<file path="config.mk">
export PLATFORM = sky130hd
export DESIGN_NAME = axi_lite_master
export DESIGN_NICKNAME = d
export VERILOG_FILES = /design/src/rtl/axi_lite_pkg.sv /design/src/rtl/axi_lite_master.sv
export SDC_FILE = /design/constraint.sdc
export NUM_CORES = 1
export LEC_CHECK = 0
export BUFFER_PORTS_ARGS = -buffer_cell sky130_fd_sc_hd__clkbuf_2
export CAP_MARGIN = 20
export CORE_UTILIZATION = 35
export DETAILED_ROUTE_END_ITERATION = 16
export GPL_ROUTABILITY_DRIVEN = 0
export PLACE_DENSITY_LB_ADDON = 0.25
export SETUP_SLACK_MARGIN = 0.02
export SLEW_MARGIN = 10
export SYNTH_ARGS = -nofsm -noshare
export SYNTH_HDL_FRONTEND = slang
export SYNTH_SLANG_ARGS = --single-unit
export TNS_END_PERCENT = 1
</file>
<file path="constraint.sdc">
create_clock -name clk -period 5.9 [get_ports clk]
set_clock_uncertainty 0.15 [all_clocks]
set_input_delay 0.59 -clock clk [delete_from_list [all_inputs] [get_ports clk]]
set_output_delay 0.59 -clock clk [all_outputs]
set_load 0.01 [all_outputs]
</file>
<file path="src/rtl/axi_lite_pkg.sv">
// Shared AXI4-Lite definitions: response codes and the
// master sequencing state enum.
package axi_lite_pkg;

    localparam logic [1:0] OKAY   = 2'b00;
    localparam logic [1:0] EXOKAY = 2'b01;
    localparam logic [1:0] SLVERR = 2'b10;
    localparam logic [1:0] DECERR = 2'b11;

    typedef enum logic [2:0] {
        IDLE,
        WR_REQ,
        WR_RESP,
        RD_REQ,
        RD_RESP,
        DONE
    } state_t;

endpackage

</file>
<file path="src/rtl/axi_lite_master.sv">
// AXI4-Lite initiator: one outstanding command, registered channel
// outputs and a saturating count of non-OKAY responses.
module axi_lite_master
    import axi_lite_pkg::*;
#(
    parameter int DATA_WIDTH    = 32,
    parameter int ADDR_WIDTH    = 32,
    parameter int ERR_CNT_WIDTH = 16
) (
    input  logic                      clk,
    input  logic                      rst,
    input  logic                      cmd_valid,
    output logic                      cmd_ready,
    input  logic                      cmd_write,
    input  logic [ADDR_WIDTH-1:0]     cmd_addr,
    input  logic [DATA_WIDTH-1:0]     cmd_wdata,
    input  logic [DATA_WIDTH/8-1:0]   cmd_wstrb,
    input  logic [2:0]                cmd_prot,
    output logic                      rsp_valid,
    input  logic                      rsp_ready,
    output logic                      rsp_write,
    output logic [DATA_WIDTH-1:0]     rsp_rdata,
    output logic [1:0]                rsp_resp,
    output logic [ERR_CNT_WIDTH-1:0]  err_count,
    output logic [ADDR_WIDTH-1:0]     m_axi_awaddr,
    output logic [2:0]                m_axi_awprot,
    output logic                      m_axi_awvalid,
    input  logic                      m_axi_awready,
    output logic [DATA_WIDTH-1:0]     m_axi_wdata,
    output logic [DATA_WIDTH/8-1:0]   m_axi_wstrb,
    output logic                      m_axi_wvalid,
    input  logic                      m_axi_wready,
    input  logic [1:0]                m_axi_bresp,
    input  logic                      m_axi_bvalid,
    output logic                      m_axi_bready,
    output logic [ADDR_WIDTH-1:0]     m_axi_araddr,
    output logic [2:0]                m_axi_arprot,
    output logic                      m_axi_arvalid,
    input  logic                      m_axi_arready,
    input  logic [DATA_WIDTH-1:0]     m_axi_rdata,
    input  logic [1:0]                m_axi_rresp,
    input  logic                      m_axi_rvalid,
    output logic                      m_axi_rready
);

    state_t                    state;
    logic [ADDR_WIDTH-1:0]     addr_q;
    logic [2:0]                prot_q;
    logic [DATA_WIDTH-1:0]     wdata_q;
    logic [DATA_WIDTH/8-1:0]   wstrb_q;
    logic                      wr_q;
    logic                      aw_ok;
    logic                      w_ok;
    logic                      err_hit;

    assign cmd_ready    = (state == IDLE);
    assign m_axi_awaddr = addr_q;
    assign m_axi_araddr = addr_q;
    assign m_axi_awprot = prot_q;
    assign m_axi_arprot = prot_q;
    assign m_axi_wdata  = wdata_q;
    assign m_axi_wstrb  = wstrb_q;

    // A channel is finished once its valid has dropped or handshakes now.
    assign aw_ok = !m_axi_awvalid || m_axi_awready;
    assign w_ok  = !m_axi_wvalid || m_axi_wready;

    always_comb begin
        err_hit = 1'b0;
        if (state == WR_RESP && m_axi_bvalid && m_axi_bresp != OKAY)
            err_hit = 1'b1;
        if (state == RD_RESP && m_axi_rvalid && m_axi_rresp != OKAY)
            err_hit = 1'b1;
    end

    always_ff @(posedge clk or posedge rst) begin
        if (rst) begin
            state         <= IDLE;
            addr_q        <= '0;
            prot_q        <= '0;
            wdata_q       <= '0;
            wstrb_q       <= '0;
            wr_q          <= 1'b0;
            m_axi_awvalid <= 1'b0;
            m_axi_wvalid  <= 1'b0;
            m_axi_bready  <= 1'b0;
            m_axi_arvalid <= 1'b0;
            m_axi_rready  <= 1'b0;
            rsp_valid     <= 1'b0;
            rsp_write     <= 1'b0;
            rsp_rdata     <= '0;
            rsp_resp      <= '0;
            err_count     <= '0;
        end else begin
            if (err_hit && err_count != '1)
                err_count <= err_count + 1'b1;
            unique case (state)
                IDLE: begin
                    if (cmd_valid) begin
                        addr_q  <= cmd_addr;
                        prot_q  <= cmd_prot;
                        wdata_q <= cmd_wdata;
                        wstrb_q <= cmd_wstrb;
                        wr_q    <= cmd_write;
                        if (cmd_write) begin
                            m_axi_awvalid <= 1'b1;
                            m_axi_wvalid  <= 1'b1;
                            state         <= WR_REQ;
                        end else begin
                            m_axi_arvalid <= 1'b1;
                            state         <= RD_REQ;
                        end
                    end
                end
                WR_REQ: begin
                    if (m_axi_awready)
                        m_axi_awvalid <= 1'b0;
                    if (m_axi_wready)
                        m_axi_wvalid <= 1'b0;
                    if (aw_ok && w_ok) begin
                        m_axi_bready <= 1'b1;
                        state        <= WR_RESP;
                    end
                end
                WR_RESP: begin
                    if (m_axi_bvalid) begin
                        m_axi_bready <= 1'b0;
                        rsp_valid    <= 1'b1;
                        rsp_write    <= wr_q;
                        rsp_rdata    <= '0;
                        rsp_resp     <= m_axi_bresp;
                        state        <= DONE;
                    end
                end
                RD_REQ: begin
                    if (m_axi_arready) begin
                        m_axi_arvalid <= 1'b0;
                        m_axi_rready  <= 1'b1;
                        state         <= RD_RESP;
                    end
                end
                RD_RESP: begin
                    if (m_axi_rvalid) begin
                        m_axi_rready <= 1'b0;
                        rsp_valid    <= 1'b1;
                        rsp_write    <= wr_q;
                        rsp_rdata    <= m_axi_rdata;
                        rsp_resp     <= m_axi_rresp;
                        state        <= DONE;
                    end
                end
                DONE: begin
                    if (rsp_ready) begin
                        rsp_valid <= 1'b0;
                        state     <= IDLE;
                    end
                end
                default: state <= IDLE;
            endcase
        end
    end

endmodule

</file>
### Yosys cells after proc, flatten, opt, wreduce, memory -nomap -nowiden

Cells that the tools add are included.

* flip-flop bits (word level): 132
* output and inout bits: 164
* input port bits: 117

* reductions and logical operators: 28
* muxes and demuxes: 39
* eq/ne operators: 16
* $add $sub $neg: 1

Operators with widths (number)
* $mux W32: 2
* $pmux W32 S2: 1
* $mux W1: 18
* $mux W3: 6
* $ne A2 B2 Y1 const B: 9
* $pmux W3 S6: 1
* $add A16 B1 Y16 const B: 1
* $ne A16 B16 Y1 const B: 1
* $reduce_and A4 Y1: 4
* $reduce_bool A2 Y1: 7
* $pmux W1 S2: 6
* $reduce_and A3 Y1: 3
* $eq A3 B2 Y1 const B: 2
* $eq A3 B3 Y1 const B: 2
* $logic_and A1 B1 Y1: 6
* $mux W2: 3
* $reduce_and A6 Y1: 1
* $pmux W2 S2: 1
* $eq A3 B1 Y1 const B: 1
* $logic_not A3 Y1: 1
* $pmux W1 S3: 1
* $reduce_bool A3 Y1: 1
* $logic_not A1 Y1: 2
* $logic_or A1 B1 Y1: 2
* other kinds (2): 2

### Longest topological paths before layout

* word-level depth: 6
* mapped depth: 7

### Worst setup path before layout

OpenSTA, ideal clock, no wires.

* path type: flip-flop to flip-flop
* start point: register state[2]
* end point: register addr_q[0] (netlist: m_axi_araddr[0])
* arrival time: 1705 ps
* buffers on the path: 3
* library setup time: 125 ps
* stages on the path, launching flop included: 7
* slack: 3921 ps
* cells stage by stage: dfrtp_1 -> buf_4 -> nor3_1 -> and2_1 -> buf_4 -> buf_6 -> mux2_2

* cells in the longest elaborated chain, start to end: 2

RTL lines
* from (decl): RTL line axi_lite_master.sv:46 `state_t state;`
* from (signal assigned): RTL line axi_lite_master.sv:78 `state <= IDLE;`
* from (signal assigned): RTL line axi_lite_master.sv:108 `state <= WR_REQ;`
* from (signal assigned): RTL line axi_lite_master.sv:111 `state <= RD_REQ;`
* $logic_not A3 Y1
* net cmd_ready: RTL line axi_lite_master.sv:13 `output logic cmd_ready,`
* $reduce_and A2 Y1 (no source line)
* to (signal assigned): RTL line axi_lite_master.sv:100 `addr_q <= cmd_addr;`
* to (decl): RTL line axi_lite_master.sv:47 `logic [ADDR_WIDTH-1:0] addr_q;`

The timed path passes the listed nets, and every way through them passes these cells.
A chain may end at the register's enable or synchronous reset.

### Worst setup path in the final report

* start point: register state[0]
* end point: register wdata_q[30] (netlist: m_axi_wdata[30])

* cells in the longest elaborated chain, start to end: 2

RTL lines
* $logic_not A3 Y1: RTL line axi_lite_master.sv:97 `unique case (state)`
* $reduce_and A2 Y1 (no source line)
* to (signal assigned): RTL line axi_lite_master.sv:102 `wdata_q <= cmd_wdata;`
* to (decl): RTL line axi_lite_master.sv:49 `logic [DATA_WIDTH-1:0] wdata_q;`

No other way between the ends.

==> impl_metrics.ini <==
[route]
vias_per_cell = 4.55
ant_nets = 0
drc = 0
wl_um = 13900
num_vias = 4302
wl_per_cell_um = 14.7
drtIter0Drc = 188
drt_pass1_iterations = 4

[pwr]
power.density_nw_per_um2 = 567
p_int_mw = 2.82
swShare_pct = 35.1
share_comb_of_total_power_pct = 36.9
clkPwrFrac_pct = 26.2
p_leak_nw = 3.82
switchingPower_mw = 1.53
ir_drop_mv = 0.215
seqPwrFrac_pct = 36.9

[logic_synthesis]
post-synth-top-area-cell = dfrtp_1
syn-instance-count = 473
ys_seq_area_share_pct = 57.8
ys_top_cells_by_area = dfrtp_1 (58%), mux2_2 (15%), nand2_1 (5.3%), buf_4 (4.9%), o21ai_0 (3.4%)
synth_top_area_share_pct = 57.8
synth_edf_count = 0
ys_warn_count = 0
synth_ff_type = dfrtp_1
async_flop_share_pct = 100
synth_area_um2 = 5710
ys_types = 38
post-synth-top-count-cell = dfrtp_1
ys_seq_elements = 132
synth.avg_cell_area_um2 = 12.1
synth_nets = 591
synth_commonest_cells = dfrtp_1 (132), nand2_1 (80), mux2_2 (76)

[die]
ioPinCount = 281
core_area_um2 = 15900
rows = 46
dieArea_um2 = 16800
start_util_pct = 36.0
die_w_um = 130
die_h_um = 130

[setup_path]
cp_max_fo = 73
worstPathArrival_ns = 2.58
end_kind = flip-flop
start_kind = flip-flop
critPathKind = flip-flop to flip-flop
cp.required_ns = 6.04

[place]
dpl.hpwl_um = 10200
dp_slack_ns = 3.39
port_buffers = 280

[timing]
whs_ns = 0.0534
postLayoutSetupSlackWorst_ns = 3.46
relSlewSlack_pct = 36.5
fin_tns_setup_ns = 0
min_period_ns = 2.44
hold_violations = 0
min_period_over_period_pct = 41.3
maxSlewViolCount = 0
rsz0062_at_grt = no
worst_slew_pin_slew_ns = 0.953
fmax_mhz = 411
setup_viol = 0

[clock_tree]
cts_tree = built
clock_path_buffers = 2
holdBufCountCts = 0
insertion_delay_ns = 0.41
clk_pin_slew_ns = 0.06
clkSinkCount = 132
cts_root_buf = clkbuf_16
cts_buffers = 17
cts_max_level = 4
ctsResizeCount = 0
post_cts_buffers = 0

[global_route]
antenna_found_initial = 0
gr-total-overflow = 0
grt_start_max_net_pins = 81
track_usage_pct = 16.4
grt_pass1_wl_um = 21000
grt_pass1_vias = 4169

[job]
max_cap_viol_count = 0

[cells_and_area]
syn2layout_area_growth_pct = 34.1
regArea_um2 = 3300
nets = 834
multiInputGateArea_um2 = 1960
fill_cells = 1499
n_antenna_cell = 0
drive_gt1_share_pct = 55.0

[outcome]
status = finished, final reports clean

[hold_path]
hold_class = primary input to asynchronous set/reset pin
## power groups by stage
stage	Combinational, mW	Clock [mW]	Sequential, mW
after global placement	1.59	0	1.60
after detailed placement	1.62	0	1.62
after CTS	1.62	1.17	1.61
after floorplan	0.944	0	1.75
after global routing	1.77	1.20	1.67
final	1.60	1.14	1.60
## cells in the final DEF (no fill, tap or decap), types with 4 or more instances in the layout
cell / n
clkbuf_2: 280
dfrtp_1: 132
nand2_1: 80
mux2_2: 76
o21ai_0: 39
clkbuf_16: 17
xnor2_1: 12
nor2_1: 8
nand3_1: 8
nand4_1: 7
a21oi_1: 5
nand2b_1: 5
inv_1: 4
a31oi_1: 4
bufinv_16: 4
## cell families (layout without fill, tap and decap cells)
logic type | Yosys count | after routing | share of synthesized area, %
buffers and inverters | 65 | 321 | 7.95
AO/OA/AOI/OAI | 56 | 56 | 5.72
AND/OR/NAND/NOR | 127 | 127 | 10.8
flip-flops | 132 | 132 | 57.8
multiplexers | 78 | 78 | 15.3
XOR/XNOR | 14 | 14 | 2.15
adder cells (fa/ha/maj) | 1 | 1 | 0.219
## registers in the layout (all words and copies together) (netlist names), 2 cells and up
register      cells
rsp_resp          2
state             3
m_axi_wdata      32
m_axi_wstrb       4
err_count        16
m_axi_araddr     32
rsp_rdata        32
m_axi_arprot      3
## final timing paths
check / from / end / slack, ns / cells after the start
max in group asynchronous: rst / rsp_rdata[26] / 4.51 / 4
worst max register to register: state[0] / m_axi_wdata[30] / 3.46 / 3
worst min register to register: rsp_rdata[26] / rsp_rdata[26] / 0.33 / 2
worst max-delay path: state[0] / m_axi_wdata[30] / 3.46 / 3
min in group clk: m_axi_rdata[21] / rsp_rdata[21] / 0.24 / 3
worst min-delay path: rst / m_axi_wdata[25] / 0.05 / 2
## critical path, cell delays in order (launching register included)
cell and delay, ns:
dfrtp_1 0.56, nor3_1 0.30, and2_4 0.79, mux2_2 0.43
## metal layers
metal | wire length, um | track usage [%] | vias up
li1 | - | - | 2049
met1 | 5480 | 19.0 | 2044
met2 | 7070 | 28.1 | 189
met3 | 1040 | 5.13 | 20
met4 | 281 | 6.63 | 0
met5 | 0 | 0 | -
## through the flow
step	std cells	util, %	total power, mW	instance area [um2]
6_report	945	48.2	4.34	7660
4_1_cts	943	47.9	4.40	7610
3_5_place_dp	911	43.9	3.24	6970
2_1_floorplan	473	-	2.69	5710
3_3_place_gp	911	43.9	3.19	6970
5_1_grt	945	48.2	4.64	7660
## layout make-up
cell class              instances  share of cell area [%]
clock buffers                  20                    6.09
clock inverters                12                    2.30
inverters                       5                   0.310
multi-input cells             276                    25.5
flip-flops and latches        132                    43.1
well taps                     216                    3.53
repair buffers                284                    19.1
Power figures use the tool's default switching activity.
